$ cat src/rtl/pong_rally_engine_if.sv
// Pong rally engine bus: player/serve buttons in, LED bar, scores and status out.
//   begin_btn  serve/restart button (rising edge used)
//   play_l/r   player buttons, already synchronised (rising edge used)
//   leds       LED bar, bit i = ball position i
//   score_l/r  player scores
//   button_out one-cycle pulse per accepted return
//   serving    high while waiting for a serve
//   game_over  high once a player has won
// master drives the buttons (button logic / bench), slave is the engine.
interface pong_rally_engine_if #(
  parameter int unsigned NUM_LEDS = 8,
  parameter int unsigned SCORE_W  = 4
);
  logic                begin_btn;
  logic                play_l;
  logic                play_r;
  logic [NUM_LEDS-1:0] leds;
  logic [SCORE_W-1:0]  score_l;
  logic [SCORE_W-1:0]  score_r;
  logic                button_out;
  logic                serving;
  logic                game_over;

  modport master (
    output begin_btn, play_l, play_r,
    input  leds, score_l, score_r, button_out, serving, game_over
  );

  modport slave (
    input  begin_btn, play_l, play_r,
    output leds, score_l, score_r, button_out, serving, game_over
  );
endinterface

$ cat src/rtl/pong_rally_engine.sv
// Two-player LED pong engine. A one-hot ball moves along the LED bar; the player the
// ball is heading toward returns it by pressing on their end LED. Each return shortens
// the step period down to MIN_DIV. Points flash the bar, first to WIN_SCORE wins.
// Ports:
//   clk    system clock, rising edge
//   rst_n  asynchronous active-low reset
//   bus    slave side of pong_rally_engine_if (buttons in, LEDs/scores/status out)
module pong_rally_engine #(
  parameter int unsigned NUM_LEDS   = 8,
  parameter int unsigned TICK_DIV   = 4,
  parameter int unsigned MIN_DIV    = 2,
  parameter int unsigned SPEEDUP    = 1,
  parameter int unsigned WIN_SCORE  = 7,
  parameter int unsigned SCORE_W    = 4,
  parameter int unsigned HOLD_TICKS = 2
) (
  input logic                 clk,
  input logic                 rst_n,
  pong_rally_engine_if.slave  bus
);

  localparam int unsigned PW   = $clog2(TICK_DIV + 1);
  localparam int unsigned PosW = $clog2(NUM_LEDS);
  localparam int unsigned HW   = $clog2(HOLD_TICKS + 1);

  localparam logic [PosW-1:0]     PosRight = PosW'(NUM_LEDS - 1);
  localparam logic [PW-1:0]       TickDiv  = PW'(TICK_DIV);
  localparam logic [PW-1:0]       MinDiv   = PW'(MIN_DIV);
  localparam logic [SCORE_W-1:0]  WinScore = SCORE_W'(WIN_SCORE);
  localparam logic [HW-1:0]       HoldLast = HW'(HOLD_TICKS - 1);
  localparam logic [NUM_LEDS-1:0] LedOne   = NUM_LEDS'(1);
  localparam logic [NUM_LEDS-1:0] LeftHalf = {NUM_LEDS{1'b1}} >> (NUM_LEDS - NUM_LEDS / 2);

  typedef enum logic [1:0] {StServe, StMove, StPoint, StOver} state_e;

  state_e              state_q, state_d;
  logic                server_q, server_d;  // 0 = left serves, 1 = right serves
  logic                dir_q, dir_d;        // 1 = moving right, 0 = moving left
  logic [PosW-1:0]     pos_q, pos_d;
  logic [PW-1:0]       period_q, period_d;
  logic [PW-1:0]       cnt_q, cnt_d;
  logic [HW-1:0]       hold_q, hold_d;
  logic [SCORE_W-1:0]  score_l_q, score_l_d;
  logic [SCORE_W-1:0]  score_r_q, score_r_d;
  logic [NUM_LEDS-1:0] leds_q, leds_d;
  logic                button_q, button_d;
  logic                serving_q, game_over_q;
  logic                begin_q, play_l_q, play_r_q;

  logic begin_press, play_l_press, play_r_press;
  logic recv_press, at_end, step;

  assign begin_press  = bus.begin_btn & ~begin_q;
  assign play_l_press = bus.play_l & ~play_l_q;
  assign play_r_press = bus.play_r & ~play_r_q;

  // The receiver is whoever the ball is heading toward.
  assign recv_press = dir_q ? play_r_press : play_l_press;
  assign at_end     = (pos_q == (dir_q ? PosRight : '0));
  assign step       = (cnt_q == period_q - PW'(1));

  always_comb begin
    state_d   = state_q;
    server_d  = server_q;
    dir_d     = dir_q;
    pos_d     = pos_q;
    period_d  = period_q;
    cnt_d     = cnt_q;
    hold_d    = hold_q;
    score_l_d = score_l_q;
    score_r_d = score_r_q;
    button_d  = 1'b0;

    unique case (state_q)
      StServe: begin
        if (begin_press) begin
          state_d = StMove;
          cnt_d   = '0;
        end
      end
      StMove: begin
        if (recv_press && at_end) begin
          // Return wins over a step due in the same cycle.
          dir_d    = ~dir_q;
          cnt_d    = '0;
          button_d = 1'b1;
          if (32'(period_q) >= MIN_DIV + SPEEDUP) period_d = period_q - PW'(SPEEDUP);
          else                                    period_d = MinDiv;
        end else if (recv_press || (step && at_end)) begin
          // Early press or miss: the non-receiver scores, the receiver serves next.
          state_d  = StPoint;
          cnt_d    = '0;
          hold_d   = '0;
          server_d = dir_q;
          if (dir_q) score_l_d = score_l_q + SCORE_W'(1);
          else       score_r_d = score_r_q + SCORE_W'(1);
        end else if (step) begin
          cnt_d = '0;
          pos_d = dir_q ? pos_q + PosW'(1) : pos_q - PosW'(1);
        end else begin
          cnt_d = cnt_q + PW'(1);
        end
      end
      StPoint: begin
        // Flash lasts HOLD_TICKS step periods at the rally's final speed.
        if (step) begin
          cnt_d = '0;
          if (hold_q == HoldLast) begin
            hold_d = '0;
            if (score_l_q == WinScore || score_r_q == WinScore) begin
              state_d = StOver;
            end else begin
              state_d  = StServe;
              period_d = TickDiv;
              pos_d    = server_q ? PosRight : '0;
              dir_d    = ~server_q;
            end
          end else begin
            hold_d = hold_q + HW'(1);
          end
        end else begin
          cnt_d = cnt_q + PW'(1);
        end
      end
      StOver: begin
        if (begin_press) begin
          state_d   = StServe;
          score_l_d = '0;
          score_r_d = '0;
          server_d  = 1'b0;
          pos_d     = '0;
          dir_d     = 1'b1;
          period_d  = TickDiv;
          cnt_d     = '0;
        end
      end
      default: state_d = StServe;
    endcase

    // LED image is registered alongside the state it belongs to.
    unique case (state_d)
      StPoint: leds_d = '1;
      StOver:  leds_d = (score_l_d == WinScore) ? LeftHalf : ~LeftHalf;
      default: leds_d = LedOne << pos_d;
    endcase
  end

  always_ff @(posedge clk or negedge rst_n) begin
    if (!rst_n) begin
      state_q     <= StServe;
      server_q    <= 1'b0;
      dir_q       <= 1'b1;
      pos_q       <= '0;
      period_q    <= TickDiv;
      cnt_q       <= '0;
      hold_q      <= '0;
      score_l_q   <= '0;
      score_r_q   <= '0;
      leds_q      <= LedOne;
      button_q    <= 1'b0;
      serving_q   <= 1'b1;
      game_over_q <= 1'b0;
      begin_q     <= 1'b0;
      play_l_q    <= 1'b0;
      play_r_q    <= 1'b0;
    end else begin
      state_q     <= state_d;
      server_q    <= server_d;
      dir_q       <= dir_d;
      pos_q       <= pos_d;
      period_q    <= period_d;
      cnt_q       <= cnt_d;
      hold_q      <= hold_d;
      score_l_q   <= score_l_d;
      score_r_q   <= score_r_d;
      leds_q      <= leds_d;
      button_q    <= button_d;
      serving_q   <= (state_d == StServe);
      game_over_q <= (state_d == StOver);
      begin_q     <= bus.begin_btn;
      play_l_q    <= bus.play_l;
      play_r_q    <= bus.play_r;
    end
  end

  assign bus.leds       = leds_q;
  assign bus.score_l    = score_l_q;
  assign bus.score_r    = score_r_q;
  assign bus.button_out = button_q;
  assign bus.serving    = serving_q;
  assign bus.game_over  = game_over_q;

endmodule

$ cat src/flat_wrapper.sv
// flat-port wrapper written by rule: the top's interface ports become plain ports
module pong_rally_engine_flat 
#(
  parameter int unsigned NUM_LEDS   = 8,
  parameter int unsigned TICK_DIV   = 4,
  parameter int unsigned MIN_DIV    = 2,
  parameter int unsigned SPEEDUP    = 1,
  parameter int unsigned WIN_SCORE  = 7,
  parameter int unsigned SCORE_W    = 4,
  parameter int unsigned HOLD_TICKS = 2
)
  (clk, rst_n, bus_begin_btn, bus_play_l, bus_play_r, bus_leds, bus_score_l, bus_score_r, bus_button_out, bus_serving, bus_game_over);
  pong_rally_engine_if #(.NUM_LEDS(NUM_LEDS), .SCORE_W(SCORE_W)) bus_i ();
  input logic clk;
  input logic rst_n;
  input wire logic [$bits(bus_i.begin_btn)-1:0] bus_begin_btn;
  input wire logic [$bits(bus_i.play_l)-1:0] bus_play_l;
  input wire logic [$bits(bus_i.play_r)-1:0] bus_play_r;
  output wire logic [$bits(bus_i.leds)-1:0] bus_leds;
  output wire logic [$bits(bus_i.score_l)-1:0] bus_score_l;
  output wire logic [$bits(bus_i.score_r)-1:0] bus_score_r;
  output wire logic [$bits(bus_i.button_out)-1:0] bus_button_out;
  output wire logic [$bits(bus_i.serving)-1:0] bus_serving;
  output wire logic [$bits(bus_i.game_over)-1:0] bus_game_over;
  assign bus_i.begin_btn = bus_begin_btn;
  assign bus_i.play_l = bus_play_l;
  assign bus_i.play_r = bus_play_r;
  assign bus_leds = bus_i.leds;
  assign bus_score_l = bus_i.score_l;
  assign bus_score_r = bus_i.score_r;
  assign bus_button_out = bus_i.button_out;
  assign bus_serving = bus_i.serving;
  assign bus_game_over = bus_i.game_over;
  pong_rally_engine #(.NUM_LEDS(NUM_LEDS), .TICK_DIV(TICK_DIV), .MIN_DIV(MIN_DIV), .SPEEDUP(SPEEDUP), .WIN_SCORE(WIN_SCORE), .SCORE_W(SCORE_W), .HOLD_TICKS(HOLD_TICKS)) u_core (.clk(clk), .rst_n(rst_n), .bus(bus_i));
endmodule
$ cat config.mk
export PLATFORM = sky130hd
export DESIGN_NAME = pong_rally_engine_flat
export DESIGN_NICKNAME = d
export VERILOG_FILES = /design/src/rtl/pong_rally_engine_if.sv /design/src/rtl/pong_rally_engine.sv /design/src/flat_wrapper.sv
export SDC_FILE = /design/constraint.sdc
export NUM_CORES = 1
export LEC_CHECK = 0
export ABC_AREA = 1
export BUFFER_PORTS_ARGS = -buffer_cell sky130_fd_sc_hd__buf_2
export CORE_MARGIN = 4
export CORE_UTILIZATION = 35
export CTS_BUF_LIST = sky130_fd_sc_hd__clkbuf_16
export CTS_CLUSTER_DIAMETER = 30
export DETAILED_ROUTE_END_ITERATION = 8
export GPL_TIMING_DRIVEN = 0
export PLACE_DENSITY = 0.51
export SKIP_LAST_GASP = 1
export SYNTH_ARGS = -nofsm -noshare
export SYNTH_HDL_FRONTEND = slang
export SYNTH_SLANG_ARGS = --single-unit
export TNS_END_PERCENT = 5
$ cat constraint.sdc
create_clock -name clk -period 2.7 [get_ports clk]
set_clock_uncertainty 0.2 [all_clocks]
set_input_delay 0.54 -clock clk [delete_from_list [all_inputs] [get_ports clk]]
set_output_delay 0.54 -clock clk [all_outputs]
set_load 0.01 [all_outputs]
* Word level (Yosys, flattened, before mapping)
Cells that the tools add are included.
** Storage, ports and cells
- Register bits after elaboration :: 37
- Logic and storage cells :: 128
** Operators by class
- Equality and inequality tests :: 20
- Reduce and logical (&&, ||, !) cells :: 14
- Add/sub/neg operators :: 7
- Magnitude comparators :: 1
- Multiplexer cells :: 61
- Shift-type cells :: 1
- Bitwise gates (word level) :: 8
** Operators by type and width (count)
- 3-bit two-way mux :: 20
- 4-bit two-way mux :: 8
- 3-bit one-hot mux with 3 select lines :: 3
- 2-bit two-way mux :: 11
- 4-bit one-hot mux with 2 select lines :: 2
- 8-bit one-hot mux with 2 select lines :: 1
- 4-bit by 3-bit == test with 1-bit output (second input constant) :: 3
- 2-bit by 1-bit inequality test with 1-bit output (second input constant) :: 6
- 1-bit two-way mux :: 11
- 4-bit by 1-bit adder with 4-bit output (second input constant) :: 2
- 2-bit == test (second input constant) :: 4
- 8-bit two-way mux :: 1
- 2-bit one-hot mux with 4 select lines :: 1
- 4-bit AND reduction :: 2
- 1-bit by 3-bit << shifter with 8-bit output (first input constant) :: 1
- 3-bit by 1-bit adder with 3-bit output (second input constant) :: 2
- 3-bit == test :: 2
- 2-bit inequality test (second input constant) :: 3
- 6-bit AND reduction :: 1
- 3-bit by 1-bit subtractor with 3-bit output (second input constant) :: 2
- 1-bit inverter :: 5
- 5-bit AND reduction :: 1
- 2-bit by 1-bit == test with 1-bit output (second input constant) :: 2
- 2-bit logical NOT :: 2
- other kinds (11) :: 16

* Depth between registers and ports, before layout
- Depth after elaboration :: 10
- Mapped depth :: 18

* Least setup slack after synthesis
No wires, ideal clock.
- Path kind :: register to register
- Start :: register u_core.dir_q
- End :: register u_core.leds_q[4] (netlist: u_core.bus.leds[4])
- Path buffers :: 0
- Stages on the path, launching flop included :: 16
- Path slack :: 414 ps
- Arrival :: 1963 ps
- Data required time :: 2377 ps
- Cell sequence :: dfstp_2 inv_2 ha_1 nand2_2 nor2_4 nand3_4 nand2_4 nand2_2 inv_2 nand2_2 nand2_2 nand2_2 nor2_4 nand2_2 nand2_4 nand3_2
** Between the ends
- Cells in the longest elaborated chain, start to end :: 10
- Elaborated cells on any way between the ends :: 24
- Those cells by class :: 4 x eq/ne; 1 x shift; 16 x mux; 3 x reduce/logical
** RTL lines
- start: declaration :: line pong_rally_engine.sv:38 : logic dir_q, dir_d;
- start signal: assignment :: line pong_rally_engine.sv:169 : dir_q <= dir_d;
- 3-bit two-way mux :: line pong_rally_engine.sv:59 : assign at_end = (pos_q == (dir_q ? PosRight : '0));
- 3-bit == test :: line pong_rally_engine.sv:59
- 1-bit logical AND :: line pong_rally_engine.sv:89 : end else if (recv_press || (step && at_end)) begin
- 1-bit logical OR :: line pong_rally_engine.sv:89
- 4-bit two-way mux :: line pong_rally_engine.sv:89
- 4-bit two-way mux :: line pong_rally_engine.sv:82 : if (recv_press && at_end) begin
- 4-bit one-hot mux with 2 select lines :: line pong_rally_engine.sv:74 : unique case (state_q)
- 4-bit by 3-bit == test with 1-bit output :: line pong_rally_engine.sv:143 : StOver: leds_d = (score_l_d == WinScore) ? LeftHalf : ~LeftHalf;
- 8-bit two-way mux :: line pong_rally_engine.sv:143
- 8-bit one-hot mux with 2 select lines * :: line pong_rally_engine.sv:141 : unique case (state_d)
- net u_core.leds_d[4] :: line pong_rally_engine.sv:45 : logic [NUM_LEDS-1:0] leds_q, leds_d;
- end signal: assignment :: line pong_rally_engine.sv:159 : leds_q <= LedOne;
- end signal: assignment :: line pong_rally_engine.sv:176 : leds_q <= leds_d;
- end: declaration :: line pong_rally_engine.sv:45
Mark *: on every way through the listed nets, which the timed path passes. The rest lies on a longest branch.
A chain may end at the register's enable or synchronous reset.

* Worst setup path after layout
- Start :: register u_core.dir_q
- End :: register u_core.leds_q[5] (netlist: u_core.bus.leds[5])
The elaborated chain is that of the path after synthesis.

==> flow_summary.ini <==
[clocking]
clk_latency_ns = 0.28
cts_buffers = 5
cts_max_level = 2
cts_tree = built
cts_root_buf = clkbuf_16
clockBufferDepth = 2
clk_pin_slew_worst_paths_ns = 0.06
clock-sinks = 37
holdBufCountCts = 0

[pwr]
peakVddDrop_uv = 499
power_per_cell_area_nw_per_um2 = 1360
power_leakage_nw = 1.48
p_total_w = 0.00378

[routing]
m1WireLength_um = 2610
viasPerCell = 4.74
routed-wl-met3_um = 184
avgRoutedWirePerCell_um = 12.3
highest_layer = met4
dr.pass1.iters = 5
routed_wl_um = 5070
drt-initial-drc-count = 82
drc = 0
wl_met2_um = 2220
vias = 1957
ant_nets = 0

[synth]
syn_avg_cell_area_sq_um = 7.90
yosys_register_bits = 37
syn_area_sq_um = 2390
syn-instance-count = 303
ys.flop_type = dfrtp_1
synthArstFlopShare_pct = 100
ys_top_cells_by_area = dfrtp_1 (35%), nand2_1 (11%), inv_1 (6.7%), nand3_1 (5.4%), ha_1 (5.2%)
synth_warnings = 0
synth_top_cell_area_share_pct = 34.5
synth_area_leader_cell = dfrtp_1
synth_nets = 319
yosysSeqAreaShare_pct = 38.9
ys_types = 34
synth_enable_flop_cells = 0

[timing]
fin_crit_ns = 2.52
setup-violations-final = 0
fin_crit_sh_pct = 93.2
drv_slew = 0
slew_headroom_pct = 42.7
max_freq_mhz = 397
grt_setup_unrepaired = true
fin_ws_ns = 0.183
tns_ns = 0
hold_ws_ns = 0.174
worst_pin_slew_ns = 0.859
hold_viol = 0

[global_route]
grt_use_total_pct = 13.7
grt_overflow = 0
grt_pass1_vias = 1918
grt_first_pass_wirelength_um = 9110
grt_max_degree = 38
antenna_found_initial = 0

[worst_setup_path]
start_kind = flop
r2r_cells = 15
r2r-end = u_core.bus.leds[5]
cp.required_ns = 2.66
worstPathMaxFanout = 6
critPathKind = reg2reg
reg2reg_slack_ns = 0.18
arrival_ns = 2.48
end_kind = flop
rr_startpoint = u_core.dir_q

[floorplanning]
row_count = 29
start_util_pct = 36.8
dieHeight_um = 90.7
die-width_um = 90.7
core_sq_um = 6490
pin_count = 24
die-area_sq_um = 8220

[job]
maxCapViolations = 0

[placement]
dp_slack_ns = 0.145
port_buffers = 23
place.gp.congestion = 0.812
hpwl_um = 3910

[cells_and_area]
drive_gt1_share_pct = 26.8
syn_to_final_growth_pct = 15.8
antenna_cells = 0
final_common_cell = nand2_1
layout_common_cells = nand2_1 (73), inv_1 (43), dfrtp_1 (33)
num-nets-final = 351
utilization_pct = 42.7

[run_status]
status = completed

[worst_hold_path]
hp-class = in2async
==> per-stage QoR <==
| stage | std cells | instance area (sq um) |
|---|---|---|
| floorplan | 303 | 2390 |
| global placement | 403 | 2600 |
| CTS | 411 | 2740 |
| detailed placement | 403 | 2600 |
| global route | 413 | 2770 |
| finish | 413 | 2770 |
==> what timing repair did <==
action,CTS,global route
setup buffers,0,2
endpoints found under the setup margin,0,8
gates resized for setup,0,2
==> critical path: stages (launching register included) <==
cell and delay, ns:
dfstp_2 0.58, inv_2 0.11, ha_1 0.32, nand2_2 0.07, nor2_4 0.21, nand3_4 0.11
nand2_4 0.11, nand2_2 0.07, inv_2 0.07, nand2_2 0.04, nand2_2 0.05, nand2_2 0.07
nor2_4 0.14, nand2_2 0.08, nand2_4 0.09, nand3_2 0.06
==> final cells by class <==
class / count / area [sq um]
clock buffer: 5 / 125
sequential: 37 / 931
multi-input combinational: 212 / 1270
fill: 669 / 3720
clock inverter: 3 / 12.5
timing repair buffer: 25 / 130
tap: 77 / 96.3
buffer: 2 / 10.0
inverter: 52 / 200
==> worst max-delay path by stage <==
stage	startpoint	endpoint	slack, ns
floorplan	u_core.dir_q	u_core.bus.leds[4]	0.41
global placement	u_core.dir_q	u_core.bus.leds[5]	0.12
detailed placement	u_core.dir_q	u_core.bus.leds[4]	0.15
CTS	u_core.dir_q	u_core.bus.leds[5]	0.12
global route	u_core.dir_q	u_core.bus.leds[5]	-0.04
finish	u_core.dir_q	u_core.bus.leds[5]	0.18
==> synthesized netlist by cell type, types with 2 or more instances <==
cell and instances:
nand2_1 73, inv_1 43, dfrtp_1 33, nand3_1 26, nor2_1 19, nand2_2 16, o21ai_0 13, a21oi_1 11
ha_1 10, inv_2 7, nand2_4 6, nor2_4 5, dfstp_2 4, nand3_2 4, nor2_2 4, a21oi_2 3
nor3_1 3, buf_2 2, inv_4 2, nand3_4 2, nand4_1 2, o21ai_1 2, xor2_1 2
==> cells by family (layout without fill, tap and decap cells) <==
logic type / after synthesis / after routing / synth area share (%)
AND/OR/NAND/NOR: 163 / 163 / 36.2
flip-flops: 37 / 37 / 38.9
XOR/XNOR: 2 / 2 / 0.732
adder cells (fa/ha/maj): 11 / 11 / 6.07
AO/OA/AOI/OAI: 36 / 36 / 9.31
buffers and inverters: 54 / 87 / 8.79
==> registers in the layout, summed over array words and instances, names as in the netlist, 2 cells and up <==
register            flops
u_core.bus.leds         8
u_core.bus.score_l      4
u_core.bus.score_r      4
u_core.cnt_q            3
u_core.hold_q           2
u_core.period_q         3
u_core.pos_q            3
u_core.state_q          2
==> power by group <==
group / internal [W] / total [W] / switching (W)
sequential: 0.000801 / 0.000966 / 0.000165
combinational: 0.000777 / 0.00227 / 0.00149
clock: 0.000333 / 0.000547 / 0.000213
total: 0.00191 / 0.00378 / 0.00187
==> layer usage <==
layer  vias up  track usage, %
met5         -               0
met4         0            4.21
met3         5            3.33
met2        32            21.1
met1       900            18.9
li1       1020               -
(Power assumes the default switching activity.)
